$ cat src/rtl/bdiv52x26_seq_if.sv
// Handshake bundle for the bdiv52x26_seq restoring divider.
// The master modport is the producer/consumer side; the slave modport is the divider.
interface bdiv52x26_seq_if #(
    parameter int WIDTH = 26
);
    logic                 in_valid;
    logic                 in_ready;
    logic [2*WIDTH-1:0]   P;
    logic [WIDTH-1:0]     B;
    logic                 out_valid;
    logic                 out_ready;
    logic [WIDTH-1:0]     Q;
    logic [WIDTH-1:0]     R;
    logic                 div_by_zero;
    logic                 overflow;

    modport master (
        output in_valid, P, B, out_ready,
        input  in_ready, out_valid, Q, R, div_by_zero, overflow
    );

    modport slave (
        input  in_valid, P, B, out_ready,
        output in_ready, out_valid, Q, R, div_by_zero, overflow
    );
endinterface

$ cat src/rtl/bdiv52x26_seq.sv
// bdiv52x26_seq: sequential radix-2 restoring divider, 2*WIDTH-bit dividend by
// WIDTH-bit divisor, one quotient bit per clock, valid/ready on both sides.
// Optional feature: define BDIV_SELFCHECK_EN to add the check_err output, which
// re-multiplies the result and flags any mismatch against the captured dividend.
module bdiv52x26_seq #(
    parameter int WIDTH = 26
) (
    input  logic               clk,
    input  logic               rst_n,
    bdiv52x26_seq_if.slave     bus
`ifdef BDIV_SELFCHECK_EN
    ,
    output logic               check_err
`endif
);

    localparam int CNT_W = $clog2(WIDTH);
    localparam logic [CNT_W-1:0] LAST_ITER = CNT_W'(WIDTH - 1);

    typedef enum logic [1:0] {
        IDLE,
        CALC,
        DONE
    } state_t;

    state_t               state_q;
    logic                 in_ready_q;
    logic                 out_valid_q;
    logic [WIDTH-1:0]     rem_q;
    logic [WIDTH-1:0]     quo_q;
    logic [WIDTH-1:0]     div_q;
    logic [CNT_W-1:0]     cnt_q;
    logic                 fast_q;
    logic                 fast_dbz_q;
    logic [WIDTH-1:0]     q_out_q;
    logic [WIDTH-1:0]     r_out_q;
    logic                 dbz_q;
    logic                 ovf_q;

    logic [WIDTH-1:0]     p_hi;
    logic [WIDTH-1:0]     p_lo;
    logic [WIDTH:0]       trial_d;
    logic                 trial_ge_d;
    logic [WIDTH-1:0]     rem_d;
    logic [WIDTH-1:0]     quo_d;

`ifdef BDIV_SELFCHECK_EN
    logic [2*WIDTH-1:0]   p_cap_q;
    logic                 check_err_q;
    logic [2*WIDTH:0]     recon_d;
    logic                 check_err_d;
`endif

    assign p_hi = bus.P[2*WIDTH-1:WIDTH];
    assign p_lo = bus.P[WIDTH-1:0];

    // One restoring step: shift the next dividend bit into the partial remainder
    // and subtract the divisor when it fits. Because the remainder always stays
    // below the divisor, the difference never needs more than WIDTH bits.
    always_comb begin
        trial_d    = {rem_q, quo_q[WIDTH-1]};
        trial_ge_d = (trial_d >= {1'b0, div_q});
        rem_d      = trial_ge_d ? (trial_d[WIDTH-1:0] - div_q) : trial_d[WIDTH-1:0];
        quo_d      = {quo_q[WIDTH-2:0], trial_ge_d};
    end

`ifdef BDIV_SELFCHECK_EN
    // Rebuild the dividend from the final quotient/remainder of the last step.
    always_comb begin
        recon_d     = (2*WIDTH+1)'(quo_d) * (2*WIDTH+1)'(div_q) + (2*WIDTH+1)'(rem_d);
        check_err_d = (recon_d != {1'b0, p_cap_q});
    end
`endif

    // Control FSM with registered handshake and result outputs. Fast-path
    // results (zero divisor, quotient overflow) spend one cycle in CALC so the
    // result appears one edge after the accept.
    always_ff @(posedge clk or negedge rst_n) begin
        if (!rst_n) begin
            state_q     <= IDLE;
            in_ready_q  <= 1'b1;
            out_valid_q <= 1'b0;
            rem_q       <= '0;
            quo_q       <= '0;
            div_q       <= '0;
            cnt_q       <= '0;
            fast_q      <= 1'b0;
            fast_dbz_q  <= 1'b0;
            q_out_q     <= '0;
            r_out_q     <= '0;
            dbz_q       <= 1'b0;
            ovf_q       <= 1'b0;
`ifdef BDIV_SELFCHECK_EN
            p_cap_q     <= '0;
            check_err_q <= 1'b0;
`endif
        end else begin
            case (state_q)
                IDLE: begin
                    if (bus.in_valid) begin
                        state_q    <= CALC;
                        in_ready_q <= 1'b0;
                        cnt_q      <= '0;
                        div_q      <= bus.B;
`ifdef BDIV_SELFCHECK_EN
                        p_cap_q    <= bus.P;
`endif
                        if (bus.B == '0) begin
                            fast_q     <= 1'b1;
                            fast_dbz_q <= 1'b1;
                            rem_q      <= '0;
                            quo_q      <= '1;
                        end else if (p_hi >= bus.B) begin
                            fast_q     <= 1'b1;
                            fast_dbz_q <= 1'b0;
                            rem_q      <= '0;
                            quo_q      <= '1;
                        end else begin
                            fast_q     <= 1'b0;
                            fast_dbz_q <= 1'b0;
                            rem_q      <= p_hi;
                            quo_q      <= p_lo;
                        end
                    end
                end
                CALC: begin
                    if (fast_q) begin
                        state_q     <= DONE;
                        out_valid_q <= 1'b1;
                        q_out_q     <= quo_q;
                        r_out_q     <= rem_q;
                        dbz_q       <= fast_dbz_q;
                        ovf_q       <= !fast_dbz_q;
`ifdef BDIV_SELFCHECK_EN
                        check_err_q <= 1'b0;
`endif
                    end else begin
                        rem_q <= rem_d;
                        quo_q <= quo_d;
                        cnt_q <= cnt_q + 1'b1;
                        if (cnt_q == LAST_ITER) begin
                            state_q     <= DONE;
                            out_valid_q <= 1'b1;
                            q_out_q     <= quo_d;
                            r_out_q     <= rem_d;
                            dbz_q       <= 1'b0;
                            ovf_q       <= 1'b0;
`ifdef BDIV_SELFCHECK_EN
                            check_err_q <= check_err_d;
`endif
                        end
                    end
                end
                DONE: begin
                    if (bus.out_ready) begin
                        state_q     <= IDLE;
                        out_valid_q <= 1'b0;
                        in_ready_q  <= 1'b1;
                        fast_q      <= 1'b0;
`ifdef BDIV_SELFCHECK_EN
                        check_err_q <= 1'b0;
`endif
                    end
                end
                default: begin
                    state_q     <= IDLE;
                    in_ready_q  <= 1'b1;
                    out_valid_q <= 1'b0;
                end
            endcase
        end
    end

    assign bus.in_ready    = in_ready_q;
    assign bus.out_valid   = out_valid_q;
    assign bus.Q           = q_out_q;
    assign bus.R           = r_out_q;
    assign bus.div_by_zero = dbz_q;
    assign bus.overflow    = ovf_q;
`ifdef BDIV_SELFCHECK_EN
    assign check_err       = check_err_q;
`endif

endmodule

$ cat src/flat_wrapper.sv
// flat-port wrapper written by rule: the top's interface ports become plain ports
module bdiv52x26_seq_flat 
#(
    parameter int WIDTH = 26
)
  (clk, rst_n, bus_in_valid, bus_P, bus_B, bus_out_ready, bus_in_ready, bus_out_valid, bus_Q, bus_R, bus_div_by_zero, bus_overflow);
  bdiv52x26_seq_if #(.WIDTH(WIDTH)) bus_i ();
  input  logic clk;
  input  logic rst_n;
  input wire logic [$bits(bus_i.in_valid)-1:0] bus_in_valid;
  input wire logic [$bits(bus_i.P)-1:0] bus_P;
  input wire logic [$bits(bus_i.B)-1:0] bus_B;
  input wire logic [$bits(bus_i.out_ready)-1:0] bus_out_ready;
  output wire logic [$bits(bus_i.in_ready)-1:0] bus_in_ready;
  output wire logic [$bits(bus_i.out_valid)-1:0] bus_out_valid;
  output wire logic [$bits(bus_i.Q)-1:0] bus_Q;
  output wire logic [$bits(bus_i.R)-1:0] bus_R;
  output wire logic [$bits(bus_i.div_by_zero)-1:0] bus_div_by_zero;
  output wire logic [$bits(bus_i.overflow)-1:0] bus_overflow;
  assign bus_i.in_valid = bus_in_valid;
  assign bus_i.P = bus_P;
  assign bus_i.B = bus_B;
  assign bus_i.out_ready = bus_out_ready;
  assign bus_in_ready = bus_i.in_ready;
  assign bus_out_valid = bus_i.out_valid;
  assign bus_Q = bus_i.Q;
  assign bus_R = bus_i.R;
  assign bus_div_by_zero = bus_i.div_by_zero;
  assign bus_overflow = bus_i.overflow;
  bdiv52x26_seq #(.WIDTH(WIDTH)) u_core (.clk(clk), .rst_n(rst_n), .bus(bus_i));
endmodule
$ cat config.mk
export PLATFORM = sky130hd
export DESIGN_NAME = bdiv52x26_seq_flat
export DESIGN_NICKNAME = d
export VERILOG_FILES = /design/src/rtl/bdiv52x26_seq_if.sv /design/src/rtl/bdiv52x26_seq.sv /design/src/flat_wrapper.sv
export SDC_FILE = /design/constraint.sdc
export NUM_CORES = 1
export LEC_CHECK = 0
export ABC_CLOCK_PERIOD_IN_PS = 4100
export CAP_MARGIN = 5
export CORE_AREA = 2 2 159 161
export CTS_BUF_LIST = sky130_fd_sc_hd__clkbuf_16
export CTS_CLUSTER_SIZE = 30
export DETAILED_ROUTE_END_ITERATION = 10
export DIE_AREA = 0 0 161 163
export PLACE_DENSITY_LB_ADDON = 0.15
export SYNTH_ARGS = -nofsm -noshare
export SYNTH_HDL_FRONTEND = slang
export SYNTH_SLANG_ARGS = --single-unit
$ cat constraint.sdc
create_clock -name clk -period 4.1 [get_ports clk]
set_clock_uncertainty 0.15 [all_clocks]
set_input_delay 1.025 -clock clk [delete_from_list [all_inputs] [get_ports clk]]
set_output_delay 1.025 -clock clk [all_outputs]
set_load 0.01 [all_outputs]
==> tab_implementation.tex <==
\begin{tabular}{lr}
\hline
Metric & Value \\
\hline
\multicolumn{2}{l}{\textbf{GRT}} \\
Largest net degree at the start of global routing & 78 \\
First-pass GRT wire length & 41.1 mm \\
Global-route congestion overflow total & 0 \\
Via count of the first global-routing pass & 7406 \\
Global-route total usage across every layer & 20.1\% \\
Initial antenna violation count & 0 \\
\multicolumn{2}{l}{\textbf{Synth}} \\
Flops \& latches, synth & 143 \\
Synthesized area divided by synthesized cell count & 8.98 sq um \\
Top-area cell type share of the netlist area & 41.7\% \\
Total number of yosys warnings & 0 \\
Sequential fraction of the synthesis area & 42.0\% \\
Post-synthesis async set-or-reset flop share & 100\% \\
Prevailing post-synth register cell & sky130\_fd\_sc\_hd\_\_dfrtp\_1 \\
Dominant cells by area after synthesis & sky130\_fd\_sc\_hd\_\_dfrtp\_1 42\%, sky130\_fd\_sc\_hd\_\_ha\_1 7.9\%, sky130\_fd\_sc\_hd\_\_o21ai\_0 6.5\% \\
Number of flops mapped to enable cells by yosys & 0 \\
Area of the mapped netlist & 8520 sq um \\
Gate Count Post-Synth & 948 \\
Most area-hungry cell type in the Yosys netlist & sky130\_fd\_sc\_hd\_\_dfrtp\_1 \\
Net count after synthesis & 1085 \\
Count of different cell masters after synthesis & 61 \\
\multicolumn{2}{l}{\textbf{Place}} \\
Placed instance area & 10300 sq um \\
Routability Congestion & 0.866 \\
Number of cells after detailed placement & 1381 \\
Port Buffers & 137 \\
Final HPWL from detailed placement & 18.2 mm \\
\multicolumn{2}{l}{\textbf{Pwr}} \\
Leakage Power & 4.91 nW \\
Power density of the placed cells & 914 nW/um\^{}2 \\
Peak supply drop & 0.351 mV \\
Total Power & 9.96 mW \\
\multicolumn{2}{l}{\textbf{CTS}} \\
Clk\_lat worst skew & 440 ps \\
Number of buffers added by the clock tree synthesis step & 17 \\
Clock transition at the registers of the reported paths & 70 ps \\
Hold bufs inserted after CTS & 0 \\
Root cell of the clock tree & sky130\_fd\_sc\_hd\_\_clkbuf\_16 \\
Number of cells upsized or downsized after cts & 0 \\
Number of clock sinks seen by CTS & 143 \\
TritonCTS clock tree & built \\
Max H-tree Level & 4 \\
Clock buffer depth & 2 \\
Number of setup buffers added after CTS & 0 \\
\multicolumn{2}{l}{\textbf{Floorplanning}} \\
Core Footprint & 24700 sq um \\
Die Span X & 161 um \\
Vertical die dimension & 163 um \\
Starting density of the core & 34.5\% \\
Die Area & 26200 sq um \\
Site Rows & 58 \\
Ports & 138 \\
\multicolumn{2}{l}{\textbf{Routing}} \\
Residual DRC & 0 \\
Vias per cell & 5.31 \\
Aggregate routed wire length & 25.7 mm \\
Total via count after detailed routing & 7501 \\
Per-cell routed wire length & 18.2 um \\
Iteration count of the initial detailed-routing pass & 5 \\
Antenna-violating nets left & 0 \\
Detailed router's first-iteration violation count & 481 \\
\multicolumn{2}{l}{\textbf{Timing}} \\
Hold Slack & 326 ps \\
Fmax & 268 MHz \\
Worst slew margin & 44.6\% \\
Slew of the pin with the lowest slew margin & 831 ps \\
Clock period minus final worst setup slack & 3740 ps \\
TNS Setup & 0 ps \\
Max-slew violation total from the final report & 0 \\
Fin. Hold Viols & 0 \\
Unrepaired setup endpoints after global routing & false \\
Post-route clock period utilization & 91.1\% \\
Number of failing setup endpoints in the final timing report & 0 \\
\multicolumn{2}{l}{\textbf{Worst setup path}} \\
Max stage delay on crit path & 530 ps \\
Most used cell along the critical path & sky130\_fd\_sc\_hd\_\_o211ai\_1 \\
Library cell contributing the largest single delay on the critical path & sky130\_fd\_sc\_hd\_\_clkdlybuf4s50\_1 \\
Endpoint arrival time on the critical path & 3880 ps \\
CP cell instances & clkdlybuf4s50\_1, inv\_1, ha\_1, and4\_1, nand4\_1, nor3\_1, o211ai\_1, o211ai\_1, nor2\_1, buf\_4, a22oi\_1, o21ai\_0 \\
CP Max Fanout & 10 \\
Path type of the worst setup path & in -> reg \\
Kind of end point of the critical path & flip-flop \\
Setup crit start kind & primary input \\
Required time of the worst setup path & 4240 ps \\
\multicolumn{2}{l}{\textbf{Final layout}} \\
Seq. cell area & 3580 sq um \\
Most common cell after layout, fill and taps aside & sky130\_fd\_sc\_hd\_\_dfrtp\_1 \\
Share of cells above drive strength 1 & 6.74\% \\
Layout filler cell count & 2428 \\
Syn-to-layout area delta & 27.9\% \\
Area occupied by multi-input gates & 4500 sq um \\
Commonest cells after routing, fill and taps aside & 141 x sky130\_fd\_sc\_hd\_\_dfrtp\_1, 136 x sky130\_fd\_sc\_hd\_\_clkdlybuf4s50\_1, 110 x sky130\_fd\_sc\_hd\_\_o21ai\_0 \\
Number of nets at the end of the flow & 1207 \\
Count of placed standard cells in the final layout, fillers left out & 1413 \\
Final non-filler cell area & 10900 sq um \\
ANT cells & 0 \\
\multicolumn{2}{l}{\textbf{Run}} \\
Number of max-capacitance violations reported & 0 \\
\multicolumn{2}{l}{\textbf{Status}} \\
Result of the run & finished, final reports clean \\
\multicolumn{2}{l}{\textbf{Worst hold path}} \\
Classification of the worst-slack hold path & reg -> reg \\
\hline
\end{tabular}
stage by stage:
step	utilization [%]	setup WS, ps
after floorplan	-	989
after global placement	41.7	117
after detailed placement	41.7	-19.8
after CTS	44.1	435
after global routing	44.1	194
final	44.1	364
Yosys cell counts, types with 2 or more instances:
| cell | count |
|---|---|
| sky130_fd_sc_hd__dfrtp_1 | 142 |
| sky130_fd_sc_hd__o21ai_0 | 110 |
| sky130_fd_sc_hd__a21oi_1 | 92 |
| sky130_fd_sc_hd__nand2_1 | 82 |
| sky130_fd_sc_hd__nor2_1 | 61 |
| sky130_fd_sc_hd__inv_1 | 60 |
| sky130_fd_sc_hd__ha_1 | 54 |
| sky130_fd_sc_hd__mux2i_1 | 48 |
| sky130_fd_sc_hd__clkbuf_1 | 39 |
| sky130_fd_sc_hd__and3_1 | 27 |
| sky130_fd_sc_hd__o22ai_1 | 26 |
| sky130_fd_sc_hd__a22oi_1 | 17 |
| sky130_fd_sc_hd__xnor2_1 | 16 |
| sky130_fd_sc_hd__a21o_1 | 14 |
| sky130_fd_sc_hd__nand4_1 | 12 |
| sky130_fd_sc_hd__nor2b_1 | 9 |
| sky130_fd_sc_hd__xor2_1 | 9 |
| sky130_fd_sc_hd__a221oi_1 | 8 |
| sky130_fd_sc_hd__buf_2 | 8 |
| sky130_fd_sc_hd__nand2b_1 | 8 |
| sky130_fd_sc_hd__nand3_1 | 8 |
| sky130_fd_sc_hd__o211ai_1 | 8 |
| sky130_fd_sc_hd__nor4_1 | 7 |
| sky130_fd_sc_hd__a211oi_1 | 6 |
| sky130_fd_sc_hd__buf_1 | 6 |
| sky130_fd_sc_hd__nand3b_1 | 6 |
| sky130_fd_sc_hd__o21a_1 | 6 |
| sky130_fd_sc_hd__a31oi_1 | 4 |
| sky130_fd_sc_hd__nor3_1 | 4 |
| sky130_fd_sc_hd__a21boi_0 | 3 |
| sky130_fd_sc_hd__and4_1 | 3 |
| sky130_fd_sc_hd__mux2_2 | 3 |
| sky130_fd_sc_hd__o21ai_1 | 3 |
| sky130_fd_sc_hd__o21bai_1 | 3 |
| sky130_fd_sc_hd__a2111o_1 | 2 |
| sky130_fd_sc_hd__and2_1 | 2 |
| sky130_fd_sc_hd__and4b_1 | 2 |
| sky130_fd_sc_hd__buf_6 | 2 |
| sky130_fd_sc_hd__nor3b_1 | 2 |
| sky130_fd_sc_hd__o21ai_2 | 2 |
| sky130_fd_sc_hd__o221ai_1 | 2 |
| sky130_fd_sc_hd__o22a_1 | 2 |
| sky130_fd_sc_hd__o31ai_1 | 2 |
report_power, final:
part / total [mW] / leakage [nW] / internal, mW / switching [mW]
clock network: 1.55 / 0.282 / 0.816 / 0.733
logic: 5.84 / 2.92 / 2.52 / 3.32
registers: 2.57 / 1.70 / 2.07 / 0.500
routing by layer:
metal  vias to the layer above  GRT usage [%]  wire length, um
met1                      3629           26.8            11900
met5                         -              0                0
li1                       3656              -                -
met3                        33           3.49             1010
met4                         0           6.57              585
met2                       183           33.3            12200
flip-flops by register name (all words and copies together), names as in the netlist:
signal	flops
u_core.bus.Q	26
u_core.bus.R	26
u_core.div_q	26
u_core.quo_q	26
u_core.rem_q	26
u_core.cnt_q	5
u_core.state_q	2
u_core.bus.div_by_zero	1
u_core.bus.in_ready	1
u_core.bus.out_valid	1
u_core.bus.overflow	1
u_core.fast_dbz_q	1
u_core.fast_q	1
logic make-up after synthesis:
group	synth area share, %
buffers and inverters	5.45
adder cells (fa/ha/maj)	8.17
AO/OA/AOI/OAI	22.2
multiplexers	6.04
flip-flops	42.0
AND/OR/NAND/NOR	13.5
XOR/XNOR	2.57
worst max-delay path, delay by kind of cell:
kind,cells,cell delay (ps)
AO/OA/AOI/OAI,4,770
adder cells (fa/ha/maj),1,270
buffers and inverters,3,800
AND/OR/NAND/NOR,4,1010
worst paths after layout:
check	startpoint	endpoint	slack, ps	cells after the start
max in group asynchronous	rst_n	u_core.rem_q[11]	2560	2
hold / removal	u_core.bus.Q[9]	u_core.bus.Q[9]	330	2
hold reg to reg	u_core.bus.Q[9]	u_core.bus.Q[9]	330	2
min in group asynchronous	rst_n	u_core.bus.Q[5]	450	1
setup reg to reg	u_core.rem_q[3]	u_core.rem_q[17]	750	10
setup / recovery	bus_B[22]	u_core.rem_q[1]	360	12
cell type report:
class	count	area share, %
Sequential cell	143	32.9
Multi-Input combinational cell	689	41.4
Timing Repair Buffer	159	14.5
Tap cell	330	3.79
Inverter	60	2.07
Clock buffer	17	3.91
Clock inverter	15	1.53
Power figures use the tool's default switching activity.
